**config.mk**
```make
export PLATFORM = sky130hd
export DESIGN_NAME = cuber
export DESIGN_NICKNAME = d
export VERILOG_FILES = /design/src/rtl/cuber_pkg.sv /design/src/rtl/cuber_shift_add_step.sv /design/src/rtl/cuber.sv
export SDC_FILE = /design/constraint.sdc
export NUM_CORES = 1
export LEC_CHECK = 0
export CORE_UTILIZATION = 47
export CTS_CLUSTER_SIZE = 12
export DETAILED_ROUTE_END_ITERATION = 6
export PLACE_DENSITY = 0.66
export SLEW_MARGIN = 40
export SYNTH_ARGS = -nofsm -noshare
export SYNTH_HDL_FRONTEND = slang
export SYNTH_SLANG_ARGS = --single-unit
```
**constraint.sdc**
```tcl
create_clock -name clk -period 3.7 [get_ports clk]
set_clock_uncertainty 0.2 [all_clocks]
set_input_delay 0.925 -clock clk [delete_from_list [all_inputs] [get_ports clk]]
set_output_delay 0.925 -clock clk [all_outputs]
set_load 0.02 [all_outputs]
```
**src/rtl/cuber_pkg.sv**
```systemverilog
// Shared definitions for the iterative cube unit: FSM encoding, default
// operand width and width-derivation helpers.
package cuber_pkg;

    localparam int DEFAULT_WIDTH = 8;
    localparam int OUT_W         = 3 * DEFAULT_WIDTH;
    localparam int CNT_W         = $clog2(DEFAULT_WIDTH);

    typedef enum logic [1:0] {
        IDLE = 2'd0,
        SQ   = 2'd1,
        CU   = 2'd2
    } state_t;

    // Result width for a given operand width.
    function automatic int out_width(input int w);
        return 3 * w;
    endfunction

    // Iteration counter width; never narrower than one bit.
    function automatic int cnt_width(input int w);
        return (w > 1) ? $clog2(w) : 1;
    endfunction

endpackage

```
**src/rtl/cuber_shift_add_step.sv**
```systemverilog
// One radix-2 shift-add iteration: conditionally adds the multiplicand to the
// accumulator. This is the only arithmetic adder in the cube unit.
module shift_add_step #(
    parameter int W = 24
) (
    input  logic [W-1:0] acc,
    input  logic [W-1:0] mcand,
    input  logic         mplier_lsb,
    output logic [W-1:0] acc_next
);

    // Add the multiplicand only when the current multiplier bit is set.
    always_comb begin
        acc_next = acc + (mplier_lsb ? mcand : '0);
    end

endmodule

```
**src/rtl/cuber.sv**
```systemverilog
// Iterative integer cube unit, y_out = x_in^3, computed as x*x then (x*x)*x
// with one shift-add partial product per clock (2*WIDTH cycles per result).
// Optional feature macro: CUBER_FASTPATH_EN -- operands 0 and 1 finish after
// a single busy cycle instead of the full iteration sequence.
module cuber
    import cuber_pkg::*;
#(
    parameter int WIDTH = DEFAULT_WIDTH
) (
    input  logic                 clk,
    input  logic                 rst,
    input  logic                 start,
    input  logic [WIDTH-1:0]     x_in,
    output logic [3*WIDTH-1:0]   y_out,
    output logic                 busy_o
);

    localparam int OW = out_width(WIDTH);
    localparam int CW = cnt_width(WIDTH);
    localparam logic [CW-1:0] LAST = CW'(WIDTH - 1);

    state_t          state, state_n;
    logic [WIDTH-1:0] x_r, x_r_n;
    logic [OW-1:0]    acc, acc_n;
    logic [OW-1:0]    mcand, mcand_n;
    logic [WIDTH-1:0] mplier, mplier_n;
    logic [CW-1:0]    cnt, cnt_n;
    logic [OW-1:0]    y_n;
    logic             busy_n;
    logic [OW-1:0]    acc_next;

    // Single shared adder for both the squaring and the cubing pass.
    shift_add_step #(.W(OW)) u_step (
        .acc        (acc),
        .mcand      (mcand),
        .mplier_lsb (mplier[0]),
        .acc_next   (acc_next)
    );

    // Next-state and datapath decode for the IDLE -> SQ -> CU sequence.
    always_comb begin
        // NOTE: every output gets a default first so no path leaves a
        // variable unassigned, which would otherwise infer a latch.
        state_n  = state;
        x_r_n    = x_r;
        acc_n    = acc;
        mcand_n  = mcand;
        mplier_n = mplier;
        cnt_n    = cnt;
        y_n      = y_out;
        busy_n   = busy_o;

        unique case (state)
            IDLE: begin
                if (start) begin
                    x_r_n    = x_in;
                    acc_n    = '0;
                    mcand_n  = OW'(x_in);
                    mplier_n = x_in;
                    cnt_n    = '0;
                    busy_n   = 1'b1;
                    state_n  = SQ;
`ifdef CUBER_FASTPATH_EN
                    // 0 and 1 are their own cubes: jump straight to the final
                    // CU step, where acc(0) + (x[0] ? x : 0) yields x itself.
                    if (x_in[WIDTH-1:1] == '0) begin
                        cnt_n   = LAST;
                        state_n = CU;
                    end
`endif
                end
            end

            SQ, CU: begin
                acc_n    = acc_next;
                mcand_n  = mcand << 1;
                mplier_n = mplier >> 1;
                cnt_n    = cnt + 1'b1;
                if (cnt == LAST) begin
                    if (state == SQ) begin
                        // Square complete: it becomes the multiplicand of the
                        // second pass, multiplied again by the stored operand.
                        mcand_n  = acc_next;
                        mplier_n = x_r;
                        acc_n    = '0;
                        cnt_n    = '0;
                        state_n  = CU;
                    end else begin
                        y_n     = acc_next;
                        busy_n  = 1'b0;
                        state_n = IDLE;
                    end
                end
            end

            default: state_n = IDLE;
        endcase
    end

    // State and datapath registers with synchronous reset.
    always_ff @(posedge clk) begin
        // NOTE: sequential state uses non-blocking assignments so every
        // register samples the pre-edge values of the others.
        if (rst) begin
            // NOTE: reset clears every register, so an aborted computation
            // leaves nothing behind that could leak into the next one.
            state  <= IDLE;
            x_r    <= '0;
            acc    <= '0;
            mcand  <= '0;
            mplier <= '0;
            cnt    <= '0;
            y_out  <= '0;
            busy_o <= 1'b0;
        end else begin
            state  <= state_n;
            x_r    <= x_r_n;
            acc    <= acc_n;
            mcand  <= mcand_n;
            mplier <= mplier_n;
            cnt    <= cnt_n;
            y_out  <= y_n;
            busy_o <= busy_n;
        end
    end

endmodule
```
==> flow_summary_export.csv <==
group,metric,value,unit
status,status,"completed",
sta,worst_pin_slew,0.7566,ns
floorplan,fp.dieH,105.2,µm
worst_setup_path,startpoint_type,"flop",
finish,most-common-layout-cells,"nand2_1, dfxtp_1, nor2_1",
finish,syn2layout_area_growth,14.00,%
global_route,grt_overflow,0,
clock_tree,cts_tree,"built",
placed_design,gp_congestion,0.8784,
finish,fin_area,0.005704,mm²
finish,antenna_cells,0,
worst_setup_path,crit_top_cell,"o22ai_1",
power_and_ir_drop,cellPowerDensity,421.6,mW/mm²
logic_synthesis,synth_flop_cell,"dfxtp_1",
logic_synthesis,ys_seq_area_frac,0.3761,
finish,drive_gt1_frac,0.06832,
floorplan,start_util,0.4847,
global_route,grt_usage,0.2414,
clock_tree,root_buffer,"clkbuf_8",
logic_synthesis,synth_top_area_share,0.3761,
logic_synthesis,synthCells,616,
power_and_ir_drop,p_leak,2.166,nW
worst_setup_path,critPathMaxStageDelay,0.63,ns
worst_setup_path,crit_type,"flop to flop",
route,final_antenna_net_count,0,
logic_synthesis,synth_edf_count,0,
clock_tree,clock_sinks,94,
placed_design,dp.cells,764,
finish,layout_commonest_cell,"nand2_1",
worst_setup_path,critPathArrivalTime,3.15,ns
sta,slew_headroom,0.4937,
clock_tree,path_clk_slew,0.10,ns
worst_setup_path,crit_buf_inv,1,
worst_hold_path,hold_path_class,"flop to flop",
clock_tree,cts_made_buffers,9,
global_route,grt_pass1_vias,4321,
placed_design,dpl.hpwl,9070,µm
clock_tree,cts_setup_buffers,0,
sta,drv_slew,0,
logic_synthesis,synth-async-reset-ratio,0,
power_and_ir_drop,peakVddDrop,0.0004463,V
logic_synthesis,netlist_top_cells_area,"dfxtp_1, nand2_1, ha_1",
global_route,antenna_found_initial,0,
finish,instances_no_fill,780,
route,first_pass_iters,7,
worst_setup_path,critPathMaxFanout,5,
worst_setup_path,cp_slowest_cell,"o311ai_0",
logic_synthesis,ys_warn_count,0,
finish,nNetsFinal,678,
logic_synthesis,synth_cell_types,60,
worst_setup_path,critical-path-top-delay-family,"compound AO/OA/AOI/OAI gates",
floorplan,core,0.01032,mm²
route,drc,0,
clock_tree,clkLatencyLatePin,0.37,ns
worst_setup_path,crit_chain,"and2_1 > ha_1 > inv_1 > fa_1 > nor2b_1 > o2111ai_1 > a21oi_2 > o22ai_1 > o311ai_0 > o22ai_1",
sta,rsz0062_at_grt,"false",
global_route,grt_max_degree,53,
floorplan,io_pins,36,
logic_synthesis,avgSynthCellArea,8.123,µm²
logic_synthesis,synth_area,0.005004,mm²
route,routed_via_density,5.835,
clock_tree,clockBufferDepth,2,
floorplan,fp.dieArea,0.01106,mm²
clock_tree,htree_num_levels,3,
sta,period_needed,3.118,ns
logic_synthesis,yosys.area.top_type,"dfxtp_1",
clock_tree,cts-resized-gates,0,
route,finalWirelength,12750,µm
sta,setup_tns,0,ns
sta,fmax,320.7,MHz
worst_setup_path,required,3.73,ns
sta,hold_violations,0,
global_route,grt_pass1_wl,21260,µm
route,wire_per_inst,16.35,µm
floorplan,fp.dieW,105.2,µm
placed_design,io_buffers,35,
floorplan,fp-row-count,37,
logic_synthesis,synth_nets,655,
clock_tree,cts-hold-fix-buffers,0,
route,vias,4551,
placed_design,postPlaceCellArea,0.005495,mm²
route,drt_iter0_markers,285,
worst_setup_path,critPathCaptureType,"flop",
sta,finalSetupViolCount,0,
run,cap_violations,0,
logic_synthesis,synth-seq-cells,94,
sta,fin_crit_sh,0.8427,
-- logic make-up (layout without fill, tap and decap cells) --
group	Yosys count	count (layout)	share of synthesized area
AO/OA/AOI/OAI	196	196	0.2696
flip-flops	94	94	0.3761
XOR/XNOR	19	19	0.03326
buffers and inverters	48	76	0.03776
AND/OR/NAND/NOR	229	229	0.2075
multiplexers	2	2	0.004251
adder cells (fa/ha/maj)	28	28	0.07152
-- path summary, 6_finish.rpt --
check                         start  slack, ns  cells after the start                endpoint
max          mplier[0]$_SDFFE_PP0P_       0.58                     10  mcand[22]$_SDFFE_PP0P_
min             x_r[4]$_SDFFE_PP0P_       0.26                      2     x_r[4]$_SDFFE_PP0P_
max reg2reg  mplier[0]$_SDFFE_PP0P_       0.58                     10  mcand[22]$_SDFFE_PP0P_
min reg2reg     x_r[4]$_SDFFE_PP0P_       0.26                      2     x_r[4]$_SDFFE_PP0P_
-- synthesized netlist by cell type, types with 4 or more instances --
cell type   n
a311oi_1   10
nor3_1      6
nor2_1     62
a222oi_1    5
o211ai_1    4
buf_1       4
and2_1     25
a21oi_1    59
a22o_1      8
xor2_1      6
o21ai_0    21
a22oi_1    19
nor3b_1     6
inv_1      13
dfxtp_1    94
nand2b_1    4
nand2_1    96
xnor2_1    13
a21o_1     14
nand3_1     6
o22ai_1     6
a211oi_1   15
clkbuf_1   29
and3_1      4
nand4_1     5
ha_1       27
-- cell type report --
| type | count | area (µm²) |
|---|---|---|
| fill | 970 | 4619 |
| sequential | 94 | 1882 |
| tap | 136 | 170.2 |
| clock inverter | 7 | 80.08 |
| timing repair buffer | 47 | 447.9 |
| inverter | 13 | 48.80 |
| multi-input combinational | 474 | 2952 |
| clock buffer | 9 | 123.9 |
-- state kept, by name, summed over array words and instances (netlist names) --
name    cells
y_out      24
state       2
acc        24
busy_o      1
x_r         8
mplier      8
mcand      24
cnt         3
-- worst min-delay path, stage by stage, from the launching register on --
cell and delay [ns]:
dfxtp_1 0.32, nand2_1 0.05, a21oi_1 0.05
-- per-layer routing --
metal / GRT usage / up-vias / wire [µm]
met5: 0 / - / 0
met3: 0.02682 / 23 / 548
li1: - / 2264 / -
met4: 0.1127 / 0 / 348
met1: 0.3068 / 2157 / 5711
met2: 0.4074 / 107 / 6144
-- power breakdown --
part,internal (W),switching [W]
clock,0.000319,0.000395
sequential,0.00108,0.0000445
combinational,0.000185,0.000379
total,0.00159,0.000818
-- per-stage QoR --
stage	total power, W	util	hold WS (ns)	setup WS [ns]
3_3_place_gp	0.001700	0.5323	0.2429	0.7237
5_1_grt	0.002535	0.5525	0.2794	0.3442
6_report	0.002405	0.5525	0.2610	0.5820
4_1_cts	0.002418	0.5521	0.2622	0.6000
3_5_place_dp	0.001710	0.5323	0.2481	0.6236
2_1_floorplan	0.001528	-	0.2315	0.8796
Note: power is estimated with default switching activity, not from simulation.
